File: src/rtl/hex_text_writer_pkg.sv
// Shared screen geometry, ASCII constants and state encodings
// for the hex text writer.
package hex_text_writer_pkg;

  localparam int SCREEN_COLS = 80;
  localparam int SCREEN_ROWS = 30;

  localparam logic [6:0] ASCII_0 = 7'h30;
  localparam logic [6:0] ASCII_x = 7'h78;
  localparam logic [6:0] ASCII_A = 7'h41;

  typedef enum logic [2:0] {
    ST_IDLE  = 3'd0,
    ST_PFX0  = 3'd1,
    ST_PFX1  = 3'd2,
    ST_DIGIT = 3'd3,
    ST_CLR   = 3'd4,
    ST_DONE  = 3'd5
  } state_t;

endpackage

File: src/rtl/hex_text_writer_nibble.sv
// Combinational nibble to uppercase ASCII hex digit.
// 0-9 map to '0'-'9', A-F map to 'A'-'F'.
module hex_nibble_ascii
  import hex_text_writer_pkg::*;
(
  input  logic [3:0] i_nib,
  output logic [6:0] o_ascii
);

  // pick the digit or letter range
  always_comb begin
    if (i_nib < 4'd10) begin
      o_ascii = ASCII_0 + {3'b000, i_nib};
    end else begin
      o_ascii = ASCII_A + {3'b000, i_nib} - 7'd10;
    end
  end

endmodule

File: src/rtl/hex_text_writer.sv
// Writes a 32-bit value as hex text into screen RAM, or
// fills the visible 80x30 screen with a clear character.
module hex_text_writer
  import hex_text_writer_pkg::*;
#(
  parameter bit         PREFIX   = 1'b1,
  parameter logic [6:0] CLR_CHAR = 7'h20
) (
  input  logic        i_clock,
  input  logic        i_reset,
  input  logic        i_start,
  input  logic        i_clear,
  input  logic [31:0] i_value,
  input  logic [4:0]  i_row,
  input  logic [6:0]  i_col,
  output logic        o_busy,
  output logic        o_done,
  output logic        o_wr_en,
  output logic [11:0] o_wr_addr,
  output logic [6:0]  o_wr_data
);

  localparam logic [2:0] DIG_OFS  = PREFIX ? 3'd2 : 3'd0;
  localparam logic [3:0] LAST_K   = PREFIX ? 4'd9 : 4'd7;
  localparam logic [6:0] LAST_COL = 7'(SCREEN_COLS - 1);
  localparam logic [4:0] LAST_ROW = 5'(SCREEN_ROWS - 1);

  state_t      r_state;
  logic [31:0] r_value;
  logic [4:0]  r_row;
  logic [6:0]  r_col;
  logic [3:0]  r_k;
  logic [4:0]  r_crow;
  logic [6:0]  r_ccol;
  logic        r_busy;
  logic        r_done;
  logic        r_wr_en;
  logic [11:0] r_wr_addr;
  logic [6:0]  r_wr_data;

  state_t      w_state_n;
  logic [31:0] w_value_n;
  logic [4:0]  w_row_n;
  logic [6:0]  w_col_n;
  logic [3:0]  w_k_n;
  logic [4:0]  w_crow_n;
  logic [6:0]  w_ccol_n;
  logic [2:0]  w_dig;
  logic [2:0]  w_nsel;
  logic [3:0]  w_nib;
  logic [6:0]  w_hex;
  logic        w_busy_n;
  logic        w_done_n;
  logic        w_wr_en_n;
  logic [11:0] w_wr_addr_n;
  logic [6:0]  w_wr_data_n;

  // nibble for the character about to be written, MSB first
  assign w_dig  = w_k_n[2:0] - DIG_OFS;
  assign w_nsel = 3'd7 - w_dig;
  assign w_nib  = w_value_n[{w_nsel, 2'b00} +: 4];

  hex_nibble_ascii u_nib (
    .i_nib   (w_nib),
    .o_ascii (w_hex)
  );

  // next state, operand latching and write counters
  always_comb begin
    w_state_n = r_state;
    w_value_n = r_value;
    w_row_n   = r_row;
    w_col_n   = r_col;
    w_k_n     = r_k;
    w_crow_n  = r_crow;
    w_ccol_n  = r_ccol;
    unique case (r_state)
      ST_IDLE, ST_DONE: begin
        w_state_n = ST_IDLE;
        if (i_clear) begin
          w_state_n = ST_CLR;
          w_crow_n  = '0;
          w_ccol_n  = '0;
        end else if (i_start) begin
          w_state_n = PREFIX ? ST_PFX0 : ST_DIGIT;
          w_value_n = i_value;
          w_row_n   = i_row;
          w_col_n   = i_col;
          w_k_n     = '0;
        end
      end
      ST_PFX0: begin
        w_state_n = ST_PFX1;
        w_k_n     = r_k + 4'd1;
      end
      ST_PFX1: begin
        w_state_n = ST_DIGIT;
        w_k_n     = r_k + 4'd1;
      end
      ST_DIGIT: begin
        if (r_k == LAST_K) begin
          w_state_n = ST_DONE;
        end else begin
          w_k_n = r_k + 4'd1;
        end
      end
      ST_CLR: begin
        if (r_ccol == LAST_COL) begin
          w_ccol_n = '0;
          if (r_crow == LAST_ROW) begin
            w_state_n = ST_DONE;
          end else begin
            w_crow_n = r_crow + 5'd1;
          end
        end else begin
          w_ccol_n = r_ccol + 7'd1;
        end
      end
      default: w_state_n = ST_IDLE;
    endcase
  end

  // outputs for the coming cycle, decoded from the next state
  always_comb begin
    w_busy_n    = 1'b0;
    w_done_n    = 1'b0;
    w_wr_en_n   = 1'b0;
    w_wr_addr_n = {w_row_n, w_col_n + {3'b000, w_k_n}};
    w_wr_data_n = w_hex;
    unique case (w_state_n)
      ST_PFX0: begin
        w_busy_n    = 1'b1;
        w_wr_en_n   = 1'b1;
        w_wr_data_n = ASCII_0;
      end
      ST_PFX1: begin
        w_busy_n    = 1'b1;
        w_wr_en_n   = 1'b1;
        w_wr_data_n = ASCII_x;
      end
      ST_DIGIT: begin
        w_busy_n  = 1'b1;
        w_wr_en_n = 1'b1;
      end
      ST_CLR: begin
        w_busy_n    = 1'b1;
        w_wr_en_n   = 1'b1;
        w_wr_addr_n = {w_crow_n, w_ccol_n};
        w_wr_data_n = CLR_CHAR;
      end
      ST_DONE: w_done_n = 1'b1;
      default: w_done_n = 1'b0;
    endcase
  end

  // state and registered outputs, synchronous reset
  always_ff @(posedge i_clock) begin
    if (i_reset) begin
      r_state   <= ST_IDLE;
      r_value   <= '0;
      r_row     <= '0;
      r_col     <= '0;
      r_k       <= '0;
      r_crow    <= '0;
      r_ccol    <= '0;
      r_busy    <= 1'b0;
      r_done    <= 1'b0;
      r_wr_en   <= 1'b0;
      r_wr_addr <= '0;
      r_wr_data <= '0;
    end else begin
      r_state   <= w_state_n;
      r_value   <= w_value_n;
      r_row     <= w_row_n;
      r_col     <= w_col_n;
      r_k       <= w_k_n;
      r_crow    <= w_crow_n;
      r_ccol    <= w_ccol_n;
      r_busy    <= w_busy_n;
      r_done    <= w_done_n;
      r_wr_en   <= w_wr_en_n;
      r_wr_addr <= w_wr_addr_n;
      r_wr_data <= w_wr_data_n;
    end
  end

  assign o_busy    = r_busy;
  assign o_done    = r_done;
  assign o_wr_en   = r_wr_en;
  assign o_wr_addr = r_wr_addr;
  assign o_wr_data = r_wr_data;

endmodule

File: config.mk
export PLATFORM = sky130hd
export DESIGN_NAME = hex_text_writer
export DESIGN_NICKNAME = d
export VERILOG_FILES = /design/src/rtl/hex_text_writer_pkg.sv /design/src/rtl/hex_text_writer_nibble.sv /design/src/rtl/hex_text_writer.sv
export SDC_FILE = /design/constraint.sdc
export NUM_CORES = 1
export LEC_CHECK = 0
export CORE_AREA = 3 3 90 92
export CTS_BUF_LIST = sky130_fd_sc_hd__clkbuf_16
export CTS_CLUSTER_SIZE = 25
export DETAILED_ROUTE_END_ITERATION = 12
export DIE_AREA = 0 0 93 95
export PLACE_DENSITY = 0.84
export REMOVE_ABC_BUFFERS = 1
export SKIP_CTS_REPAIR_TIMING = 1
export SLEW_MARGIN = 20
export SYNTH_ARGS = -nofsm -noshare
export SYNTH_HDL_FRONTEND = slang
export SYNTH_SLANG_ARGS = --single-unit
File: constraint.sdc
create_clock -name i_clock -period 8 [get_ports i_clock]
set_input_delay 1.2 -clock i_clock [delete_from_list [all_inputs] [get_ports i_clock]]
set_output_delay 1.2 -clock i_clock [all_outputs]
set_load 0.1 [all_outputs]
==> results.sh, run 1 <==
export IMPL_status="completed"
export IMPL_skew_ps=6.80
export IMPL_dr_pass1_iters=5
export IMPL_timing_critical_path_buf_inv=3
export IMPL_synth_distinct_cells=71
export IMPL_clock_latency_ps=340
export IMPL_intPower_w=0.000821
export IMPL_drc_errors=0
export IMPL_tns_ps=0
export IMPL_antennaDiodeCount=0
export IMPL_criticalPathCategory="input pin to register"
export IMPL_drt_iter0_drc=283
export IMPL_synth_area_top_cells="dfxtp_1, nand2_1, a21oi_1"
export IMPL_setup_ws_ps=3790
export IMPL_maxSlewViolCount=0
export IMPL_die_area_um2=8840
export IMPL_cp_arrival_ps=4400
export IMPL_yosys_warnings=0
export IMPL_dp_slack_ps=3550
export IMPL_syn_to_final_growth_pct=24.6
export IMPL_cts_tree="built"
export IMPL_netlist_area_um2=4130
export IMPL_hold_violations=0
export IMPL_vias=3846
export IMPL_route_detailed_vias_per_inst=5.82
export IMPL_post_synth_top_area_cell="dfxtp_1"
export IMPL_maxSlewHeadroom_pct=33.8
export IMPL_p_sw_w=0.000401
export IMPL_clk_pin_slew_worst_paths_ps=60
export IMPL_p_per_area_nw_per_um2=238
export IMPL_ys_ff_latch=84
export IMPL_gr_total_overflow=0
export IMPL_track_usage_pct=24.0
export IMPL_synth_main_ff_cell="dfxtp_1"
export IMPL_hold_slack_ps=458
export IMPL_io_buffers=69
export IMPL_worst_setup_path_start_kind="input pin"
export IMPL_tightest_slew_ps=990
export IMPL_fill_cells=582
export IMPL_swShare_pct=32.8
export IMPL_grt_setup_unrepaired="false"
export IMPL_cp_required_ps=8190
export IMPL_routabilityCongestion=0.814
export IMPL_clock_path_buffers=2
export IMPL_cts_root_buf="clkbuf_16"
export IMPL_ios=70
export IMPL_grt_pass1_vias=3601
export IMPL_synth_async_sr_flop_share_pct=0
export IMPL_critical_path_max_stage_delay_ps=500
export IMPL_fp_dieH_um=95
export IMPL_setup_viol=0
export IMPL_wirelength_um=10400
export IMPL_cts_sinks=84
export IMPL_holdCritStartpoint="r_value[11]"
export IMPL_ant_nets=0
export IMPL_initial_utilization_pct=56.7
export IMPL_drive_above_1_share_pct=6.94
export IMPL_fin_util_pct=70.6
export IMPL_fmax_ghz=0.238
export IMPL_netlist_instances=504
export IMPL_avgSynthCellArea_um2=8.20
export IMPL_leakage_nw=1.92
export IMPL_cp_end_kind="register"
export IMPL_synth_top_area_share_pct=40.7
export IMPL_wl_per_cell_um=15.8
export IMPL_grt_max_degree=78
export IMPL_cp_top_family="simple AND/OR/NAND/NOR gates"
export IMPL_post_route_period_util_pct=52.6
export IMPL_cts_buffers=9
export IMPL_die_x_um=93
export IMPL_grt_pass1_wl_um=17000
export IMPL_core_area_um2=7290
export IMPL_row_count=31
export IMPL_layout_min_cycle_time_ps=4210
export IMPL_seq_area_frac_synth_pct=40.7
export IMPL_crit_fanout=43
export IMPL_ir_drop_mv=0.113
export IMPL_startpoint="i_clear"
export IMPL_crit_top_cell="a21oi_1"
export IMPL_synth_edf_count=0
export IMPL_hp_class="register to register"
export IMPL_cap_violations=0
export IMPL_p_seq_share_pct=38.0
export IMPL_power_frac_comb_pct=25.9
export IMPL_path_cells="clkdlybuf4s50_1 -> nor3b_1 -> and2_2 -> buf_4 -> nand2_1 -> nand2_1 -> ha_1 -> a21o_1 -> a21oi_1 -> inv_1 -> a21oi_1 -> nor2_1 -> xor2_1 -> a21oi_1"
export IMPL_crit_slowest_cell="clkdlybuf4s50_1"
export IMPL_place_detailed_hpwl_um=6900
export IMPL_r2r_start="r_k[0]"
export IMPL_antenna_found_initial=0
export IMPL_clock_power_share_pct=36.1
export IMPL_nNetsFinal=617
export IMPL_htreeDepth=3
-- stage by stage --
stage	power, W	std cells	area, um2
6_report	0.00122	661	5150
5_1_grt	0.00126	661	5150
4_1_cts	0.00122	661	5150
3_5_place_dp	0.000785	646	4830
3_3_place_gp	0.000778	646	4830
2_1_floorplan	0.000690	474	3990
-- worst min-delay path, cell delays in order (launching register included) --
cell	delay, ps
dfxtp_1	310
nand2_1	50
a21oi_1	50
-- state kept, by name, summed over array words and instances (netlist names) --
signal     flops
r_state        3
r_ccol         7
r_crow         5
r_k            4
o_wr_addr     12
o_wr_data      7
r_value       32
o_wr_en        1
o_done         1
r_col          7
r_row          5
-- area by class of cell --
class | count | area (um2) | area share, %
clock buffers | 9 | 225 | 4.38
clock inverters | 6 | 88.8 | 1.73
inverters | 11 | 43.8 | 0.851
multi-input cells | 379 | 2270 | 44.1
flip-flops and latches | 84 | 1680 | 32.7
well taps | 99 | 124 | 2.41
repair buffers | 73 | 716 | 13.9
-- final timing paths --
| path | slack (ps) | cells after the start | end |
|---|---|---|---|
| setup / recovery | 3790 | 14 | o_wr_addr[5] |
| hold / removal | 460 | 2 | r_value[11] |
| setup reg to reg | 4610 | 13 | o_wr_data[6] |
| hold reg to reg | 460 | 2 | r_value[11] |
-- synth_stat cells, drive strengths merged, types with 3 or more instances --
cell      n
xnor2     4
ha       10
nor3      8
clkbuf   16
dfxtp    84
a31oi     4
nand2   100
a21o      3
a21oi    60
and2      9
o211ai    5
buf      14
nand3     4
o21bai    3
nand2b    5
inv      11
nor2     52
and3      3
o31ai     3
o221ai    4
nand3b    3
nor3b     3
a211oi    8
mux2i    23
nand4     6
mux2      5
nor2b     7
o21ai    13
-- power groups by stage --
| stage | Sequential [W] | Clock, W | Combinational [W] |
|---|---|---|---|
| 6_report | 0.000465 | 0.000441 | 0.000316 |
| 5_1_grt | 0.000468 | 0.000460 | 0.000337 |
| 4_1_cts | 0.000464 | 0.000444 | 0.000314 |
| 3_5_place_dp | 0.000473 | 0 | 0.000312 |
| 3_3_place_gp | 0.000473 | 0 | 0.000306 |
| 2_1_floorplan | 0.000565 | 0 | 0.000125 |
-- per-layer routing --
layer | up-vias | GRT usage (%) | wire length, um
met1 | 1834 | 30.1 | 4480
li1 | 1865 | - | -
met3 | 24 | 3.90 | 502
met5 | - | 0 | 0
met4 | 0 | 9.52 | 242
met2 | 123 | 41.2 | 5220
-- logic make-up (layout without fill, tap and decap cells) --
kind of cell    after synthesis  count (layout)  share of synthesized area [%]
buf+inv                      41              99                           4.45
compound gates              126             126                           20.0
xor+xnor                      6               6                           1.27
fa+ha+maj                    11              11                           3.51
flops                        84              84                           40.7
mux                          28              28                           7.03
simple gates                208             208                           23.0
-- placed cells by master, fill, tap and decap left out, types with 4 or more instances in the layout --
cell	instances
xnor2_1	4
o21ai_0	12
a211oi_1	7
mux2i_1	23
a31oi_1	4
clkdlybuf4s50_1	68
nand4_1	6
nor2_1	52
dfxtp_1	84
nand2_1	100
o221ai_1	4
nor2b_1	7
o211ai_1	5
nand2b_1	5
nand3_1	4
a21oi_1	60
ha_1	10
nor3_1	7
buf_4	4
and2_1	7
inv_1	9
clkbuf_16	9
Power figures use the tool's default switching activity.
==> run 2, diff against run 1 <==
--- a/config.mk
+++ b/config.mk
@@ -5,12 +5,12 @@
 export SDC_FILE = /design/constraint.sdc
 export NUM_CORES = 1
 export LEC_CHECK = 0
-export CORE_AREA = 3 3 90 92
+export CORE_AREA = 3 3 97 99
 export CTS_BUF_LIST = sky130_fd_sc_hd__clkbuf_16
 export CTS_CLUSTER_SIZE = 25
 export DETAILED_ROUTE_END_ITERATION = 12
-export DIE_AREA = 0 0 93 95
-export PLACE_DENSITY = 0.84
+export DIE_AREA = 0 0 100 102
+export PLACE_DENSITY = 0.76
 export REMOVE_ABC_BUFFERS = 1
 export SKIP_CTS_REPAIR_TIMING = 1
 export SLEW_MARGIN = 20
==> constraint.sdc (replaced) <==
create_clock -name i_clock -period 3.7 [get_ports i_clock]
set_input_delay 0.555 -clock i_clock [delete_from_list [all_inputs] [get_ports i_clock]]
set_output_delay 0.555 -clock i_clock [all_outputs]
set_load 0.1 [all_outputs]
==> run 2 against run 1 <==
Compared with the run above: highest routed layer unchanged; total power is 110% higher; global-route usage is 3.8 points lower; largest cell class unchanged; non-clock buffer count is 12 higher; clock-buffer cell count stayed put; sequential power is 120% higher; wire length is 4.7% lower; critical endpoint is now o_wr_data[6].
==> results.sh, run 2 (synthesis results as in run 1) <==
export IMPL_path_cells="ha_1 -> nand3b_1 -> o31ai_2 -> o22ai_2 -> inv_4 -> mux2_2 -> o211a_1 -> a211o_1 -> nand2_1 -> ha_1 -> inv_1 -> a21oi_1 -> o21bai_1"
export IMPL_row_count=34
export IMPL_io_buffers=69
export IMPL_criticalPathCategory="register to register"
export IMPL_grt_max_degree=47
export IMPL_clock_latency_ps=330
export IMPL_cap_violations=0
export IMPL_grt_pass1_vias=3498
export IMPL_gr_total_overflow=0
export IMPL_hold_violations=0
export IMPL_setup_viol=0
export IMPL_ant_nets=0
export IMPL_critical_path_max_stage_delay_ps=540
export IMPL_grt_pass1_wl_um=16500
export IMPL_cts_buffers=9
export IMPL_largest_reg_flops=32
export IMPL_dr_pass1_iters=5
export IMPL_wl_per_cell_um=14.6
export IMPL_cts_tree="built"
export IMPL_vias=3692
export IMPL_worst_setup_path_start_kind="register"
export IMPL_die_x_um=100
export IMPL_layout_min_cycle_time_ps=3360
export IMPL_wirelength_um=9960
export IMPL_cp_arrival_ps=3570
export IMPL_leakage_nw=1.97
export IMPL_cp_end_kind="register"
export IMPL_ir_drop_mv=0.220
export IMPL_tightest_slew_ps=990
export IMPL_layout_common_cells="nand2_1, dfxtp_1, clkdlybuf4s50_1, a21oi_1, nor2_1"
export IMPL_status="completed"
export IMPL_nNetsFinal=629
export IMPL_crit_top_cell="ha_1"
export IMPL_antennaDiodeCount=0
export IMPL_place_detailed_hpwl_um=7120
export IMPL_grt_setup_unrepaired="false"
export IMPL_maxSlewViolCount=0
export IMPL_drive_above_1_share_pct=8.71
export IMPL_clk_pin_slew_worst_paths_ps=60
export IMPL_cts_sinks=84
export IMPL_mostFrequentLayoutCell="nand2_1"
export IMPL_route_detailed_vias_per_inst=5.41
export IMPL_routabilityCongestion=0.864
export IMPL_antenna_found_initial=0
export IMPL_die_area_um2=10200
export IMPL_core_area_um2=8640
export IMPL_regMostFlops="r_value"
export IMPL_p_per_area_nw_per_um2=491
export IMPL_initial_utilization_pct=47.8
export IMPL_cp_top_family="compound AO/OA/AOI/OAI gates"
export IMPL_cts_root_buf="clkbuf_16"
export IMPL_track_usage_pct=20.2
export IMPL_fmax_ghz=0.298
export IMPL_drc_errors=0
export IMPL_syn_to_final_growth_pct=26.2
export IMPL_fp_dieH_um=102
export IMPL_fill_cells=742
export IMPL_htreeDepth=3
export IMPL_tns_ps=0
export IMPL_crit_fanout=12
export IMPL_maxSlewHeadroom_pct=33.8
export IMPL_totalPowerFinal_w=0.00256
export IMPL_ios=70
export IMPL_clock_path_buffers=2
export IMPL_cp_required_ps=3910
export IMPL_skew_ps=8.10
export IMPL_drt_iter0_drc=202
export IMPL_hp_class="register to register"
export IMPL_post_route_period_util_pct=90.8
export IMPL_timing_critical_path_buf_inv=2
export IMPL_crit_slowest_cell="dfxtp_1"
run 2: routing by layer:
metal | share of wire, % | track usage (%)
met2 | 48 | 33.2
met4 | 0.53 | 5.18
met5 | 0 | 0
met1 | 46 | 27.1
met3 | 5.3 | 4.37
run 2: power by group:
| part | switching, W | total (W) | internal, W |
|---|---|---|---|
| combinational | 0.000458 | 0.000697 | 0.000239 |
| sequential | 0.0000386 | 0.00100 | 0.000966 |
| clock | 0.000349 | 0.000862 | 0.000513 |
run 2: worst paths after layout:
| kind | start | endpoint | slack (ps) | cells after the start |
|---|---|---|---|---|
| setup reg to reg | r_k[0] | o_wr_data[6] | 340 | 13 |
| hold / removal | r_value[13] | r_value[13] | 460 | 2 |
| hold reg to reg | r_value[13] | r_value[13] | 460 | 2 |
| setup / recovery | r_k[0] | o_wr_data[6] | 340 | 13 |
run 2: stage by stage:
stage	hold WS, ps	worst slack, ps	cell area [um2]	util (%)	cells
floorplan	426	320	3990	-	474
global placement	442	227	4930	57.1	667
detailed placement	450	64.1	4930	57.1	667
CTS	459	353	5220	60.4	682
global route	481	91.4	5220	60.4	682
finish	457	340	5220	60.4	682
run 2: layout make-up:
| cell class | instances | area (um2) | area share [%] |
|---|---|---|---|
| tap | 108 | 135 | 2.59 |
| multi-input combinational | 379 | 2270 | 43.5 |
| clock inverter | 6 | 56.3 | 1.08 |
| sequential | 84 | 1680 | 32.2 |
| clock buffer | 9 | 225 | 4.32 |
| inverter | 11 | 43.8 | 0.840 |
| timing repair buffer | 85 | 806 | 15.5 |
run 2: worst register-to-register path: cells and delay by family, from the launching register on:
kind	cells	cell delay, ps
adders and majority gates	2	390
buffers and inverters	2	250
DFF	1	540
and+or+nand+nor	2	270
AOI/OAI and AO/OA	6	1420
muxes	1	370
